[src/rtl/shift_add_mult_engine.sv]
// Iterative shift-add unsigned multiplier; one partial product per clock, done WIDTH edges after start.
// No backpressure: start is sampled only in IDLE; a start while busy is dropped, not queued.
module shift_add_mult_engine #(
    parameter int WIDTH = 8,
    parameter int CNT_W = 4
) (
    input  logic                 clk,
    input  logic                 rst,
    input  logic                 start,
    input  logic [WIDTH-1:0]     a,
    input  logic [WIDTH-1:0]     b,
    output logic                 busy,
    output logic                 done,
    output logic [2*WIDTH-1:0]   result
);

    localparam logic [1:0]       S_IDLE   = 2'd0;
    localparam logic [1:0]       S_RUN    = 2'd1;
    localparam logic [1:0]       S_DONE   = 2'd2;
    localparam logic [CNT_W-1:0] LAST_CNT = CNT_W'(WIDTH - 1);

    logic [1:0]         state_q,  state_d;
    logic [2*WIDTH-1:0] ma_q,     ma_d;
    logic [WIDTH-1:0]   mb_q,     mb_d;
    logic [2*WIDTH-1:0] acc_q,    acc_d;
    logic [CNT_W-1:0]   cnt_q,    cnt_d;
    logic [2*WIDTH-1:0] result_q, result_d;
    logic [2*WIDTH-1:0] acc_sum;

    // The final iteration's add must land in result on the same edge, so use the summed value.
    assign acc_sum = mb_q[0] ? (acc_q + ma_q) : acc_q;

    always_comb begin
        state_d  = state_q;
        ma_d     = ma_q;
        mb_d     = mb_q;
        acc_d    = acc_q;
        cnt_d    = cnt_q;
        result_d = result_q;
        case (state_q)
            S_IDLE: begin
                if (start) begin
                    ma_d    = {{WIDTH{1'b0}}, a};
                    mb_d    = b;
                    acc_d   = '0;
                    cnt_d   = '0;
                    state_d = S_RUN;
                end
            end
            S_RUN: begin
                acc_d = acc_sum;
                ma_d  = ma_q << 1;
                mb_d  = mb_q >> 1;
                cnt_d = cnt_q + CNT_W'(1);
                if (cnt_q == LAST_CNT) begin
                    result_d = acc_sum;
                    state_d  = S_DONE;
                end
            end
            S_DONE:  state_d = S_IDLE;
            default: state_d = S_IDLE;
        endcase
    end

    always_ff @(posedge clk or negedge rst) begin
        if (!rst) begin
            state_q  <= S_IDLE;
            ma_q     <= '0;
            mb_q     <= '0;
            acc_q    <= '0;
            cnt_q    <= '0;
            result_q <= '0;
        end else begin
            state_q  <= state_d;
            ma_q     <= ma_d;
            mb_q     <= mb_d;
            acc_q    <= acc_d;
            cnt_q    <= cnt_d;
            result_q <= result_d;
        end
    end

    assign busy   = (state_q == S_RUN) || (state_q == S_DONE);
    assign done   = (state_q == S_DONE);
    assign result = result_q;

endmodule

[config.mk]
export PLATFORM = sky130hd
export DESIGN_NAME = shift_add_mult_engine
export DESIGN_NICKNAME = d
export VERILOG_FILES = /design/src/rtl/shift_add_mult_engine.sv
export SDC_FILE = /design/constraint.sdc
export NUM_CORES = 1
export LEC_CHECK = 0
export BUFFER_PORTS_ARGS = -buffer_cell sky130_fd_sc_hd__buf_2
export CAP_MARGIN = 10
export CORE_MARGIN = 4
export CORE_UTILIZATION = 30
export CTS_BUF_LIST = sky130_fd_sc_hd__clkbuf_4 sky130_fd_sc_hd__clkbuf_8
export DETAILED_ROUTE_END_ITERATION = 12
export GPL_TIMING_DRIVEN = 0
export PLACE_DENSITY_LB_ADDON = 0.08
export SETUP_SLACK_MARGIN = 0.2
export SYNTH_ARGS = -nofsm -noshare
export SYNTH_HDL_FRONTEND = slang
export SYNTH_SLANG_ARGS = --single-unit
[constraint.sdc]
create_clock -name clk -period 2.9 [get_ports clk]
set_input_delay 0.58 -clock clk [delete_from_list [all_inputs] [get_ports clk]]
set_output_delay 0.58 -clock clk [all_outputs]
set_load 0.05 [all_outputs]
==> key figures <==
Power and ir drop
  • Clock power frac: 20.7%
  • Internal power: approximately 2.4 mW
  • Worst vdd ir: between 0.0004 and 0.0005 V
  • Sw power: 1.86 mW
  • Seq pwr share: 32.4%
  • Total chip power: 4.25 mW
  • Pwr Density: around 1000 nW/µm²
  • Combinational share of power: 47.0%
  • Leakage: between 1.5 and 2 nW
  • Switch share: 43.7%

Clocking
  • Clock transition at the registers of the reported paths: 80 ps
  • Sink Count: 62
  • Maximum buffer depth of the clock tree: 2
  • Worst skew pair latency: 350 ps
  • Post-CTS Hold Buffers: 0
  • Num CTS Buffers: 9
  • TritonCTS clock tree: built
  • H-tree levels: 3
  • CTS root buf: clkbuf_8

Min path
  • Worst min-delay path class: input port to asynchronous set/reset pin

STA
  • Clock skew after layout: 13.2 ps
  • Hold Fails Final Rpt: 0
  • RSZ-0062 raised after global routing: false
  • Fin Hold WS: 323 ps
  • FMAX: between 0.3 and 0.4 GHz
  • Setup TNS: 0 ps
  • Tmin final: 2500 ps
  • Tcrit/Tclk final: 86.3%
  • Rel. slew slack: 45.0%
  • Slew @ Worst Pin: around 820 ps
  • Max Transition Viols Final: 0
  • Setup violators final: 0

Synth
  • Commonest cells post-synth: dfrtp_1 (62), nand2_1 (51), o21ai_0 (46)
  • Syn Area/Cell: 9.79 µm²
  • Post-Syn Nets: 393
  • Mapped Area: 3460 µm²
  • Top FF cell, synth: dfrtp_1
  • Distinct cells, synth: 49
  • Top post-synthesis cells by area: dfrtp_1 (45%), mux2i_1 (7.2%), ha_1 (6.9%)
  • Ys Warns: 0
  • Most frequent cell after synthesis: dfrtp_1
  • Synth area leader: dfrtp_1
  • Share of Yosys cell area claimed by the top area cell type: 44.8%
  • #FFs+latches synth: 62
  • Async SR Flop Fraction: 100%
  • Post-synth EDFFs: 0
  • Post-Syn Instances: 354
  • Post-synthesis sequential area ratio: 44.8%

Setup path
  • Critical-path cell list: ha_1 -> fa_1 -> a21oi_1 -> o211ai_1 -> a21boi_2 -> o21ai_0 -> o221ai_1 -> a31oi_1
  • Flop-to-flop setup slack: 400 ps
  • Critical Path End: result[10]
  • Worst reg2reg path endpoint: result[10]
  • Crit Path Category: register to register
  • CP endpoint kind: register
  • Worst endpoint required time: 3090 ps
  • Slowest library cell on the worst path: dfrtp_1
  • Critical path origin: ma_q[0]
  • RR Startpoint: ma_q[0]
  • Top cell family by delay on the critical path: compound AO/OA/AOI/OAI gates
  • R2R depth: 8
  • CP max stage delay: between 400 and 500 ps
  • Worst Path Max Fanout: 4
  • CP Data Arrival Time: 2690 ps
  • Buf+Inv Stages, Crit Path: 0
  • Worst Setup Start Kind: register
  • WP depth: 8

Detailed routing
  • Final WL: just under 9 mm
  • First-pass detailed-route iteration total: 4
  • DRC: 0
  • Initial DRC count: 124
  • Via count: 2720
  • WL per Instance: around 16 µm
  • Final ANT Viol Nets: 0
  • Vias per inst: just under 5

Place
  • Dpl cells: 530
  • Gp weighted congestion: 0.801
  • Port Buffers: 36
  • DPL Wire Length: between 6 and 7 mm

GRT
  • Largest net degree at the start of global routing: 63
  • Gr usage total: between 10% and 20%
  • First-pass GRT wire length: 15.1 mm
  • Vias in the first global route: approximately 2900
  • Overflow after GRT: 0
  • Initial antenna violation count: 0

Finish
  • Post-Layout Cell Count: 547
  • Area Overhead vs Synth: 17.1%
  • Diodes inserted: 0
  • Layout Nets: 441
  • Share of post-route cells with drive strength above 1: around 16%

Floorplanning
  • Io pins: 37
  • Area of the die: 13300 µm²
  • Core Rows: 38
  • Die Span Y: 115 µm
  • Initial core utilization: a little under a third
  • Die X: ~120 µm
  • Floorplan core area: 11100 µm²

Flow run
  • Max-Cap Viols: 0

Status
  • Result of the run: finished clean
worst min-delay path by stage:
| stage | start | to | slack, ps | depth (start not counted) |
|---|---|---|---|---|
| floorplan | rst | acc_q[0] | 280 | 0 |
| global placement | result[3] | result[3] | 460 | 2 |
| detailed placement | result[1] | result[1] | 470 | 2 |
| CTS | rst | ma_q[0] | 350 | 1 |
| global route | rst | ma_q[1] | 390 | 1 |
| finish | rst | ma_q[1] | 320 | 1 |
sequential cells by signal, summed over array words and instances (netlist names):
| signal | count |
|---|---|
| acc_q | 16 |
| state_q | 2 |
| mb_q | 8 |
| cnt_q | 4 |
| ma_q | 16 |
| result | 16 |
area by class of cell:
cell class                 instances  area (µm²)
clock inverter                     4        70.1
multi-input combinational        267        1810
tap                              140         175
buffer                            18        78.8
clock buffer                      12         153
timing repair buffer              37         190
inverter                           7        26.3
fill                            1134        7020
sequential                        62        1550
metrics by stage:
| step | worst slack [ps] | area [µm²] | utilization, % |
|---|---|---|---|
| 6_report | 398 | 4060 | 36.6 |
| 4_1_cts | 252 | 4050 | 36.5 |
| 2_1_floorplan | 720 | 3460 | - |
| 3_5_place_dp | 177 | 3820 | 34.5 |
| 3_3_place_gp | 181 | 3820 | 34.5 |
| 5_1_grt | 200 | 4060 | 36.6 |
power by group through the flow:
stage               logic (mW)  clock network (mW)  registers (mW)
CTS                       2.02               0.909            1.38
finish                    1.99               0.877            1.37
detailed placement        2.01                   0            1.39
global route              2.23               0.958            1.42
global placement          1.99                   0            1.38
floorplan                 1.33                   0            1.52
what timing repair did:
item,in CTS,in global routing
buffers inserted,0,1
pin swaps,0,1
gates resized for setup,1,1
setup endpoints to repair,1,2
cells in the final DEF, fill, tap and decap left out, drive strengths merged, types with 2 or more instances in the layout:
cell type  instances
nor2b              4
o21ai             47
nand2             51
xnor2             10
a21boi             3
nor3b              4
nand3b             3
nand2b             3
inv                7
xor2               2
a31oi              8
clkbuf            22
dfrtp             62
nand4              2
o21bai             5
nand3              9
and3               4
a21o               6
mux2i             25
a21oi             17
o211ai             3
nor2               8
ha                19
buf               45
a22o              18
clkinv             2
bufinv             2
routing by layer:
layer / GRT usage, % / part of all wire (%)
met1: 21.2 / 50
met5: 0 / 0
met4: 5.71 / 1.8
met2: 22.0 / 44
met3: 2.66 / 4.5
cells by family (layout without fill, tap and decap cells):
family | after synthesis | after routing | share of synthesized area [%]
multiplexers | 26 | 26 | 7.55
flip-flops | 62 | 62 | 44.8
buffers and inverters | 25 | 78 | 3.03
AND/OR/NAND/NOR | 95 | 95 | 13.2
AO/OA/AOI/OAI | 114 | 114 | 20.9
XOR/XNOR | 12 | 12 | 3.03
adder cells (fa/ha/maj) | 20 | 20 | 7.44
Note: power is estimated with default switching activity, not from simulation.
